--- config.mk ---
export PLATFORM = sky130hd
export DESIGN_NAME = pipe_ctrl_flat
export DESIGN_NICKNAME = d
export VERILOG_FILES = /design/src/rtl/pipe_ctrl_if.sv /design/src/rtl/pipe_ctrl.sv /design/src/flat_wrapper.sv
export SDC_FILE = /design/constraint.sdc
export NUM_CORES = 1
export LEC_CHECK = 0
export ABC_AREA = 1
export CAP_MARGIN = 20
export CELL_PAD_IN_SITES_DETAIL_PLACEMENT = 1
export CELL_PAD_IN_SITES_GLOBAL_PLACEMENT = 1
export CORE_MARGIN = 2
export CORE_UTILIZATION = 34
export DETAILED_ROUTE_END_ITERATION = 8
export PLACE_DENSITY = 0.8
export SLEW_MARGIN = 10
export SYNTH_ARGS = -nofsm -noshare
export SYNTH_HDL_FRONTEND = slang
export SYNTH_SLANG_ARGS = --single-unit
--- constraint.sdc ---
create_clock -name clk -period 2.2 [get_ports clk]
set_input_delay 0.44 -clock clk [delete_from_list [all_inputs] [get_ports clk]]
set_output_delay 0.44 -clock clk [all_outputs]
set_load 0.01 [all_outputs]
--- src/rtl/pipe_ctrl_if.sv ---
// pipe_ctrl_if: ID-stage inputs and stage-control outputs shared between the datapath and pipe_ctrl
interface pipe_ctrl_if #(
    parameter int RA_W = 5,
    parameter int CNT_W = 16
);
    logic id_valid;
    logic [5:0] id_opcode;
    logic [RA_W-1:0] id_rs, id_rt, id_rd;
    logic mem_zero;
    logic stall, flush;
    logic ex_ALUSrc;
    logic [1:0] ex_ALUOp;
    logic mem_MemRead, mem_MemWrite;
    logic wb_RegWrite, wb_MemtoReg;
    logic [RA_W-1:0] wb_dest;
    logic [1:0] fwd_a, fwd_b;
    logic illegal_op;
    logic [CNT_W-1:0] stall_cnt, flush_cnt;
    modport master (
        output id_valid, id_opcode, id_rs, id_rt, id_rd, mem_zero,
        input stall, flush, ex_ALUSrc, ex_ALUOp, mem_MemRead, mem_MemWrite,
        input wb_RegWrite, wb_MemtoReg, wb_dest, fwd_a, fwd_b, illegal_op, stall_cnt, flush_cnt
    );
    modport slave (
        input id_valid, id_opcode, id_rs, id_rt, id_rd, mem_zero,
        output stall, flush, ex_ALUSrc, ex_ALUOp, mem_MemRead, mem_MemWrite,
        output wb_RegWrite, wb_MemtoReg, wb_dest, fwd_a, fwd_b, illegal_op, stall_cnt, flush_cnt
    );
endinterface

--- src/rtl/pipe_ctrl.sv ---
// pipe_ctrl: five-stage pipeline control with decode, load-use stall, branch flush and forwarding
module pipe_ctrl #(
    parameter int RA_W = 5,
    parameter int CNT_W = 16,
    parameter bit FLUSH_EN = 1'b1
) (
    input logic clk,
    input logic rst_n,
    pipe_ctrl_if.slave p
);
    localparam logic [5:0] OP_R = 6'h00, OP_LW = 6'h23, OP_SW = 6'h2b, OP_BEQ = 6'h04, OP_ADDI = 6'h08;
    logic reg_dst, reg_write, alu_src, mem_to_reg, mem_read, mem_write, branch, unknown, uses_rt;
    logic [1:0] alu_op;
    logic [RA_W-1:0] dest;
    logic ex_reg_write, ex_mem_to_reg, ex_mem_read, ex_mem_write, ex_branch, ex_alu_src;
    logic [1:0] ex_alu_op;
    logic [RA_W-1:0] ex_rs, ex_rt, ex_dest;
    logic mem_reg_write, mem_mem_to_reg, mem_mem_read, mem_mem_write, mem_branch;
    logic [RA_W-1:0] mem_dest;
    logic wb_reg_write, wb_mem_to_reg;
    logic [RA_W-1:0] wb_dest;
    logic hazard, flush, stall, bubble, illegal;
    logic [CNT_W-1:0] stall_cnt, flush_cnt;
    always_comb begin
        {reg_dst, reg_write, alu_src, mem_to_reg, mem_read, mem_write, branch, alu_op} =
            p.id_opcode == OP_R    ? 9'b1_1_0_0_0_0_0_10 :
            p.id_opcode == OP_LW   ? 9'b0_1_1_1_1_0_0_00 :
            p.id_opcode == OP_SW   ? 9'b0_0_1_0_0_1_0_00 :
            p.id_opcode == OP_BEQ  ? 9'b0_0_0_0_0_0_1_01 :
            p.id_opcode == OP_ADDI ? 9'b0_1_1_0_0_0_0_00 : 9'b0;
        unknown = !(p.id_opcode inside {OP_R, OP_LW, OP_SW, OP_BEQ, OP_ADDI});
        uses_rt = p.id_opcode inside {OP_R, OP_SW, OP_BEQ};
        dest = reg_dst ? p.id_rd : p.id_rt;
        hazard = ex_mem_read && ex_rt != '0 && p.id_valid &&
                 (ex_rt == p.id_rs || (ex_rt == p.id_rt && uses_rt));
        flush = FLUSH_EN && mem_branch && p.mem_zero;
        // a taken branch kills the dependent load-use pair, so it overrides the stall
        stall = hazard && !flush;
        bubble = stall || flush || !p.id_valid;
    end
    always_ff @(posedge clk or negedge rst_n) begin
        if (!rst_n) begin
            {ex_reg_write, ex_mem_to_reg, ex_mem_read, ex_mem_write, ex_branch, ex_alu_src, ex_alu_op} <= '0;
            {ex_rs, ex_rt, ex_dest} <= '0;
            {mem_reg_write, mem_mem_to_reg, mem_mem_read, mem_mem_write, mem_branch, mem_dest} <= '0;
            {wb_reg_write, wb_mem_to_reg, wb_dest} <= '0;
            illegal <= 1'b0;
            stall_cnt <= '0;
            flush_cnt <= '0;
        end else begin
            {ex_reg_write, ex_mem_to_reg, ex_mem_read, ex_mem_write, ex_branch, ex_alu_src, ex_alu_op,
             ex_rs, ex_rt, ex_dest} <= bubble ? '0 :
                {reg_write, mem_to_reg, mem_read, mem_write, branch, alu_src, alu_op, p.id_rs, p.id_rt, dest};
            {mem_reg_write, mem_mem_to_reg, mem_mem_read, mem_mem_write, mem_branch, mem_dest} <= flush ? '0 :
                {ex_reg_write, ex_mem_to_reg, ex_mem_read, ex_mem_write, ex_branch, ex_dest};
            {wb_reg_write, wb_mem_to_reg, wb_dest} <= {mem_reg_write, mem_mem_to_reg, mem_dest};
            illegal <= p.id_valid && unknown && !stall && !flush;
            stall_cnt <= stall_cnt + CNT_W'(stall && stall_cnt != '1);
            flush_cnt <= flush_cnt + CNT_W'(flush && flush_cnt != '1);
        end
    end
    assign p.stall = stall;
    assign p.flush = flush;
    assign p.ex_ALUSrc = ex_alu_src;
    assign p.ex_ALUOp = ex_alu_op;
    assign p.mem_MemRead = mem_mem_read;
    assign p.mem_MemWrite = mem_mem_write;
    assign p.wb_RegWrite = wb_reg_write;
    assign p.wb_MemtoReg = wb_mem_to_reg;
    assign p.wb_dest = wb_dest;
    assign p.fwd_a = mem_reg_write && mem_dest != '0 && mem_dest == ex_rs ? 2'b10 :
                     wb_reg_write && wb_dest != '0 && wb_dest == ex_rs ? 2'b01 : 2'b00;
    assign p.fwd_b = mem_reg_write && mem_dest != '0 && mem_dest == ex_rt ? 2'b10 :
                     wb_reg_write && wb_dest != '0 && wb_dest == ex_rt ? 2'b01 : 2'b00;
    assign p.illegal_op = illegal;
    assign p.stall_cnt = stall_cnt;
    assign p.flush_cnt = flush_cnt;
endmodule

--- src/flat_wrapper.sv ---
// flat-port wrapper written by rule: the top's interface ports become plain ports
module pipe_ctrl_flat 
#(
    parameter int RA_W = 5,
    parameter int CNT_W = 16,
    parameter bit FLUSH_EN = 1'b1
)
  (clk, rst_n, p_id_valid, p_id_opcode, p_id_rs, p_id_rt, p_id_rd, p_mem_zero, p_stall, p_flush, p_ex_ALUSrc, p_ex_ALUOp, p_mem_MemRead, p_mem_MemWrite, p_wb_RegWrite, p_wb_MemtoReg, p_wb_dest, p_fwd_a, p_fwd_b, p_illegal_op, p_stall_cnt, p_flush_cnt);
  pipe_ctrl_if #(.RA_W(RA_W), .CNT_W(CNT_W)) p_i ();
  input logic clk;
  input logic rst_n;
  input wire logic [$bits(p_i.id_valid)-1:0] p_id_valid;
  input wire logic [$bits(p_i.id_opcode)-1:0] p_id_opcode;
  input wire logic [$bits(p_i.id_rs)-1:0] p_id_rs;
  input wire logic [$bits(p_i.id_rt)-1:0] p_id_rt;
  input wire logic [$bits(p_i.id_rd)-1:0] p_id_rd;
  input wire logic [$bits(p_i.mem_zero)-1:0] p_mem_zero;
  output wire logic [$bits(p_i.stall)-1:0] p_stall;
  output wire logic [$bits(p_i.flush)-1:0] p_flush;
  output wire logic [$bits(p_i.ex_ALUSrc)-1:0] p_ex_ALUSrc;
  output wire logic [$bits(p_i.ex_ALUOp)-1:0] p_ex_ALUOp;
  output wire logic [$bits(p_i.mem_MemRead)-1:0] p_mem_MemRead;
  output wire logic [$bits(p_i.mem_MemWrite)-1:0] p_mem_MemWrite;
  output wire logic [$bits(p_i.wb_RegWrite)-1:0] p_wb_RegWrite;
  output wire logic [$bits(p_i.wb_MemtoReg)-1:0] p_wb_MemtoReg;
  output wire logic [$bits(p_i.wb_dest)-1:0] p_wb_dest;
  output wire logic [$bits(p_i.fwd_a)-1:0] p_fwd_a;
  output wire logic [$bits(p_i.fwd_b)-1:0] p_fwd_b;
  output wire logic [$bits(p_i.illegal_op)-1:0] p_illegal_op;
  output wire logic [$bits(p_i.stall_cnt)-1:0] p_stall_cnt;
  output wire logic [$bits(p_i.flush_cnt)-1:0] p_flush_cnt;
  assign p_i.id_valid = p_id_valid;
  assign p_i.id_opcode = p_id_opcode;
  assign p_i.id_rs = p_id_rs;
  assign p_i.id_rt = p_id_rt;
  assign p_i.id_rd = p_id_rd;
  assign p_i.mem_zero = p_mem_zero;
  assign p_stall = p_i.stall;
  assign p_flush = p_i.flush;
  assign p_ex_ALUSrc = p_i.ex_ALUSrc;
  assign p_ex_ALUOp = p_i.ex_ALUOp;
  assign p_mem_MemRead = p_i.mem_MemRead;
  assign p_mem_MemWrite = p_i.mem_MemWrite;
  assign p_wb_RegWrite = p_i.wb_RegWrite;
  assign p_wb_MemtoReg = p_i.wb_MemtoReg;
  assign p_wb_dest = p_i.wb_dest;
  assign p_fwd_a = p_i.fwd_a;
  assign p_fwd_b = p_i.fwd_b;
  assign p_illegal_op = p_i.illegal_op;
  assign p_stall_cnt = p_i.stall_cnt;
  assign p_flush_cnt = p_i.flush_cnt;
  pipe_ctrl #(.RA_W(RA_W), .CNT_W(CNT_W), .FLUSH_EN(FLUSH_EN)) u_core (.clk(clk), .rst_n(rst_n), .p(p_i));
endmodule
==> flow_metrics.env <==
export IMPL_layout_setup_ws_ns=-0.199
export IMPL_seqPwrFrac=0.467
export IMPL_finalCriticalPeriod_ns=2.40
export IMPL_synth_cell_types=27
export IMPL_grt_overflow=0
export IMPL_timing_final_hold_violations=0
export IMPL_synth_compound_area_frac=0.0200
export IMPL_clk_pin_slew_worst_paths_ns=0.09
export IMPL_synth_xor_area_frac=0.140
export IMPL_synth_nets=384
export IMPL_ant_nets=0
export IMPL_clock_root_buffer="clkbuf_8"
export IMPL_placed_area_um2=4560
export IMPL_synth_area_leaders="dfrtp_1 52%, xor2_1 7.8%, xnor2_1 6.2%"
export IMPL_cts_buffer_depth=2
export IMPL_synth_area_um2=3380
export IMPL_synthCells=355
export IMPL_cts_tree="yes"
export IMPL_portBuffers=75
export IMPL_gp_congestion=0.823
export IMPL_yosysMostFrequentCell="dfrtp_1"
export IMPL_num_vias=3010
export IMPL_powerDensity_nw_per_um2=533
export IMPL_die_y_um=104
export IMPL_avgSynthCellArea_um2=9.53
export IMPL_drive_above_1_share=0.368
export IMPL_antenna_found_initial=0
export IMPL_dieWidth_um=104
export IMPL_cts_made_buffers=9
export IMPL_p_total_mw=2.91
export IMPL_rows=36
export IMPL_min_path_type="primary input to async pin"
export IMPL_clock_latency_ns=0.36
export IMPL_synth_edf_count=0
export IMPL_pwr_share_comb=0.121
export IMPL_required_ns=2.49
export IMPL_cp_start_kind="flip-flop"
export IMPL_wirelength_mm=12.0
export IMPL_ys_top_cells_by_count="70 x dfrtp_1, 49 x inv_1, 46 x nor2_1"
export IMPL_cts_max_level=3
export IMPL_drc=0
export IMPL_rsz0062_at_grt="true"
export IMPL_synth_top_flop_cell="dfrtp_1"
export IMPL_grt_pass1_vias=3337
export IMPL_die_area_um2=10800
export IMPL_clockPowerShare=0.413
export IMPL_worstSetupPathType="flip-flop to flip-flop"
export IMPL_fillers=1103
export IMPL_r2r_slack_ns=-0.20
export IMPL_p_leak_nw=2.75
export IMPL_grt_util_all_layers=0.219
export IMPL_switching_share=0.258
export IMPL_drtIter0Drc=99
export IMPL_synth_mux_area_frac=0
export IMPL_grt_first_pass_wirelength_mm=18.3
export IMPL_yosysTopAreaCell="dfrtp_1"
export IMPL_fin_skew_ns=0.0133
export IMPL_switching_power_uw=751
export IMPL_dp_hpwl_mm=6.86
export IMPL_drt_pass1_iterations=4
export IMPL_ys_seq_elements=70
export IMPL_yosys_warnings=0
export IMPL_area_delta_synth_final_pct=61.6
export IMPL_end_kind="flip-flop"
export IMPL_synth_fa_ha_area_frac=0.0148
export IMPL_power_internal_mw=2.16
export IMPL_start_util=0.348
export IMPL_ys_seq_area_frac=0.518
export IMPL_num_io_pins=76
export IMPL_violations="setup timing"
export IMPL_status="finished with violations"
export IMPL_async_reset_ff_frac=1.00
export IMPL_ir_drop_mv=0.365
export IMPL_n_antenna_cell=0
export IMPL_fp_coreArea_um2=9730
export IMPL_synth_simple_gate_area_frac=0.223
export IMPL_finalCritPeriodShare=1.09
export IMPL_reg2reg_depth=17
export IMPL_viasPerCell=4.63
export IMPL_max_freq_mhz=417
export IMPL_clock_sinks=70
export IMPL_wire_per_inst_um=18.5
export IMPL_tightest_slew_ns=0.402
export IMPL_crit_fanout=3
export IMPL_stdcell_area_um2=5470
export IMPL_yosys_area_top_type_share=0.518
export IMPL_fin_nets=541
export IMPL_maxCapViolCount=0
export IMPL_setup_viol=13
export IMPL_critPathArrivalTime_ns=2.69
export IMPL_synth_top_family_by_area="simple AND/OR/NAND/NOR gates"
export IMPL_grt_max_degree=71
export IMPL_final_max_slew_viol_count=0
export IMPL_max_slew_margin=0.732
[critical path, stage by stage, from the launching register on]
cell and delay, ns:
dfrtp_1 0.41, buf_6 0.14, inv_2 0.05, nand2_1 0.04, nand2_1 0.07, nand3_2 0.09, nor2_2 0.12, nand2_1 0.08
nand2_2 0.09, nand3_4 0.09, nor2_4 0.14, ha_4 0.16, nand2_4 0.06, nor3_4 0.23, nand2_1 0.12, nor2_2 0.17
nand2_2 0.10, xnor2_1 0.18
[power groups by stage]
stage / combinational, mW / clock [mW] / sequential, mW
after floorplan: 0.122 / 0 / 1.37
after detailed placement: 0.265 / 0 / 1.38
after CTS: 0.306 / 1.18 / 1.35
after global placement: 0.253 / 0 / 1.38
final: 0.351 / 1.20 / 1.36
after global routing: 0.380 / 1.26 / 1.36
[state kept, by name, indices dropped and copies added, names as in the netlist]
| register | count |
|---|---|
| u_core.p.mem_MemRead | 1 |
| u_core.ex_reg_write | 1 |
| u_core.p.illegal_op | 1 |
| u_core.p.wb_MemtoReg | 1 |
| u_core.p.mem_MemWrite | 1 |
| u_core.ex_mem_write | 1 |
| u_core.ex_dest | 5 |
| u_core.p.flush_cnt | 16 |
| u_core.ex_rs | 5 |
| u_core.p.ex_ALUOp | 2 |
| u_core.ex_rt | 5 |
| u_core.p.wb_dest | 5 |
| u_core.p.ex_ALUSrc | 1 |
| u_core.p.stall_cnt | 16 |
| u_core.ex_mem_read | 1 |
| u_core.mem_dest | 5 |
| u_core.p.wb_RegWrite | 1 |
| u_core.mem_branch | 1 |
| u_core.mem_reg_write | 1 |
[timing repair]
item | CTS | global route
buffers inserted | 30 | 17
endpoints found under the setup margin | 20 | 23
endpoints found under the hold margin | 0 | 0
gates resized for setup | 78 | 51
cloned | 0 | 0
hold buffers | 0 | 0
pin swaps | 29 | 27
[path summary, 6_finish.rpt]
kind,startpoint,to
max,u_core.ex_rt[4],u_core.p.stall_cnt[15]
min reg2reg,u_core.p.mem_MemRead,u_core.p.wb_MemtoReg
max in group asynchronous,rst_n,u_core.ex_rt[0]
min in group clk,p_id_rs[1],u_core.ex_rs[1]
max reg2reg,u_core.ex_rt[4],u_core.p.stall_cnt[15]
min,rst_n,u_core.p.wb_dest[1]
[cells in the final DEF, fill, tap and decap left out, drive strengths merged]
cell type / netlist / routed
nand3: 17 / 17
nor3b: 3 / 3
ha: 4 / 4
clkdlybuf4s50: 0 / 55
bufinv: 0 / 2
clkbuf: 1 / 12
dlymetal6s2s: 0 / 5
buf: 8 / 86
dlygate4sd2: 0 / 9
xor2: 30 / 30
inv: 52 / 52
o21ai: 7 / 7
nor3: 6 / 6
nand2: 53 / 53
clkinv: 1 / 3
dfrtp: 70 / 70
xnor2: 24 / 24
nand4: 4 / 4
o211ai: 1 / 1
nor4: 4 / 4
nor2: 65 / 65
a21oi: 5 / 5
[metrics by stage]
step | utilization | cells | worst slack (ns) | TNS, ns | hold slack [ns]
after global placement | 0.469 | 598 | -0.511 | -6.40 | 0.374
after global routing | 0.562 | 650 | -0.342 | -3.43 | 0.120
after CTS | 0.531 | 641 | -0.161 | -1.11 | 0.123
after floorplan | - | 355 | 0.0366 | 0 | 0.144
final | 0.562 | 650 | -0.199 | -1.64 | 0.0920
after detailed placement | 0.469 | 598 | -0.797 | -10.55 | 0.372
[routing by layer]
layer	vias up	GRT usage	wire (um)
met5	-	0	0
met4	0	0.0907	361
met3	25	0.0359	431
met2	91	0.405	6470
met1	1506	0.249	4760
li1	1388	-	-
[final cells by class]
class	count	area [um2]	share of cell area
Clock buffer	12	145	0.0265
Clock inverter	4	70.1	0.0128
Inverter	53	199	0.0364
Multi-Input combinational cell	223	1700	0.311
Sequential cell	70	1760	0.322
Tap cell	133	166	0.0304
Timing Repair Buffer	155	1430	0.261
[cells by family (layout without fill, tap and decap cells)]
family                     after synthesis  after routing
DFF                                     70             70
buffers and inverters                   62            224
AOI/OAI and AO/OA                       13             13
and+or+nand+nor                        152            152
adders and majority gates                4              4
xor gates and xnor gates                54             54
Note: power is estimated with default switching activity, not from simulation.
==> patch, RTL diff (same settings) <==
`FLUSH_EN` is set to 1'b1 in 2 places; all go to 1'b0.
--- a/src/rtl/pipe_ctrl.sv
+++ b/src/rtl/pipe_ctrl.sv
@@ -2,7 +2,7 @@
 module pipe_ctrl #(
     parameter int RA_W = 5,
     parameter int CNT_W = 16,
-    parameter bit FLUSH_EN = 1'b1
+    parameter bit FLUSH_EN = 1'b0
 ) (
     input logic clk,
     input logic rst_n,
--- a/src/flat_wrapper.sv
+++ b/src/flat_wrapper.sv
@@ -3,7 +3,7 @@
 #(
     parameter int RA_W = 5,
     parameter int CNT_W = 16,
-    parameter bit FLUSH_EN = 1'b1
+    parameter bit FLUSH_EN = 1'b0
 )
   (clk, rst_n, p_id_valid, p_id_opcode, p_id_rs, p_id_rt, p_id_rd, p_mem_zero, p_stall, p_flush, p_ex_ALUSrc, p_ex_ALUOp, p_mem_MemRead, p_mem_MemWrite, p_wb_RegWrite, p_wb_MemtoReg, p_wb_dest, p_fwd_a, p_fwd_b, p_illegal_op, p_stall_cnt, p_flush_cnt);
   pipe_ctrl_if #(.RA_W(RA_W), .CNT_W(CNT_W)) p_i ();
Function: changed (a bounded check fails within 4 cycles, from zero or initial values and one cycle with rst_n low).
==> patch against the unedited design <==
The flow still finishes with violations (negative setup slack); wire length shrank 26%; sequential cell count decreased by 17; setup slack worse by 72 ps; area after synthesis fell by 23%; final area decreased by 25%; fmax shrank 2.9%; total power is 30% lower; sequential power down 24%; core utilization down 2.5 points; critical endpoint is now u_core.p.stall_cnt[12]$_DFF_PN0_; largest cell class unchanged; highest routed layer unchanged.
==> patch: results (changes against the unedited design) <==
| Metric | Value |
|---|---|
| Status | `complete, but fails checks (unchanged)` |
| Violations in the final reports | `negative setup slack (unchanged)` |
| GR Util All Layers | `19.6% (was 21.9%)` |
| Layout cells sized above 1 | `41.4% (was 36.8%)` |
| Largest net degree at the start of global routing | `54 (was 71)` |
| VDD IR max | `211 uV (was 365 uV)` |
| Synth Instances | `268 (was 355)` |
| CP Capture Type | `flop (unchanged)` |
| Fin cells | `496 (was 650)` |
| Lkg Pwr | `2.02 nW (was 2.75 nW)` |
| Placed instance area | `0.00339 sq mm (was 0.00456 sq mm)` |
| Setup Skew | `8.49 ps (was 13.3 ps)` |
| Crit-path max FO | `3 (unchanged)` |
| R2r endpoint | `u_core.p.stall_cnt[12]$_DFF_PN0_ (was u_core.p.stall_cnt[15]$_DFF_PN0_)` |
| Max reg flops | `16` |
| Dpl cells | `444 (was 598)` |
| Final net count | `420 (was 541)` |
| Met2 routed WL | `5030 microns (was 6470 microns)` |
| First-pass GRT wire length | `12700 microns (was 18300 microns)` |
| Ranking of synthesized cells by area | `dfrtp_1, xor2_1, xnor2_1 (unchanged)` |
| Vias in the first global route | `2512 (was 3337)` |
| Distinct cells, synth | `25 (was 27)` |
| CP Launch Point | `u_core.ex_rt[1]$_DFF_PN0_ (was u_core.ex_rt[4]$_DFF_PN0_)` |
| DP HPWL | `4920 microns (was 6860 microns)` |
| CTS resizes | `62 (was 78)` |
| Async S/R FF share, synth | `100% (unchanged)` |
| Worst-Skew Late Latency | `320 ps (was 360 ps)` |
| Worst Path Arrival | `2680 ps (was 2690 ps)` |
| Hold_ws | `218 ps (was 92.0 ps)` |
| Final setup viols | `15 (was 13)` |
| Via count | `2284 (was 3010)` |
| Routability cong. | `0.798 (was 0.823)` |
| Biggest register | `u_core.p.stall_cnt` |
| Max layer used | `met4 (unchanged)` |
| Fin Setup TNS | `-2620 ps (was -1640 ps)` |
| # fillers | `867 (was 1103)` |
| Met3 usage in global routing | `3.45% (was 3.59%)` |
| Num CTS Buffers | `5 (was 9)` |
| Longest Clk Path Bufs | `2 (unchanged)` |
| Final worst setup slack | `-271 ps (was -199 ps)` |
| Synth top cells by count | `dfrtp_1, inv_1, nor2_1 (unchanged)` |
| Place WS | `-687 ps (was -797 ps)` |
| Setup bufs post-CTS | `41 (was 30)` |
| Least-Margin Pin Slew | `675 ps (was 402 ps)` |
| Root buffer cell | `clkbuf_8 (unchanged)` |
| Met1 Track Usage GR | `21.8% (was 24.9%)` |
| WL final | `8890 microns (was 12000 microns)` |
| Antenna cell count | `0 (unchanged)` |
| Initial drt markers | `90 (was 99)` |
| Port bufs | `57 (was 75)` |
| Post-synthesis sequential area ratio | `50.6% (was 51.8%)` |
| Wire length on met3 | `277 microns (was 431 microns)` |
| Sw Share | `25.9% (was 25.8%)` |
| Router iterations before antenna repair | `5 (was 4)` |
| CTS H-tree depth | `2 (was 3)` |
| Worst path max stage delay | `430 ps (was 410 ps)` |
| M2 GR Usage | `35.9% (was 40.5%)` |
| R2R cell count | `16 (was 17)` |
| Wl on met1 | `3310 microns (was 4760 microns)` |
## patch: cell types whose count changed in the layout (fill, tap and decap cells not counted), moves of 4 or more
cell,unedited run,this run
clkdlybuf4s50_1,55,35
dfrtp_1,65,50
clkbuf_2,0,6
nand3_1,9,3
conb_1,0,17
nand2_1,37,17
buf_4,60,50
clkbuf_8,10,6
xor2_1,27,19
nor2_1,38,18
inv_1,45,24
nor4_4,4,0
dlymetal6s2s_1,5,1
## patch: cell families after synthesis
logic type | share of synthesized area (%)
DFF | 50.6
other | 0.143
adders and majority gates | 0.955
xor gates and xnor gates | 14.0
AOI/OAI and AO/OA | 2.53
buffers and inverters | 12.2
and+or+nand+nor | 19.5
## patch: power groups by stage
stage          Sequential, mW  Clock [mW]  Combinational (mW)
6_report                 1.03       0.711               0.310
5_1_grt                  1.03       0.755               0.336
4_1_cts                  1.03       0.694               0.275
3_5_place_dp             1.05           0               0.232
3_3_place_gp             1.05           0               0.222
2_1_floorplan            1.04           0               0.143
## patch: worst min path at each step
stage                                            to  cells past startpoint
CTS                 u_core.p.stall_cnt[7]$_DFF_PN0_                      2
global route        u_core.p.stall_cnt[8]$_DFF_PN0_                      2
floorplan               u_core.ex_dest[0]$_DFF_PN0_                      0
finish              u_core.p.stall_cnt[7]$_DFF_PN0_                      2
detailed placement     u_core.mem_dest[1]$_DFF_PN0_                      0
global placement       u_core.mem_dest[3]$_DFF_PN0_                      0
## patch: cell type report
cell class	instances	area (sq um)	area share, %
clock buffers	7	86.3	2.11
multi-input cells	175	1270	31.2
well taps	102	128	3.12
flip-flops and latches	53	1330	32.6
repair buffers	126	1110	27.2
clock inverters	1	30.0	0.735
inverters	32	125	3.06
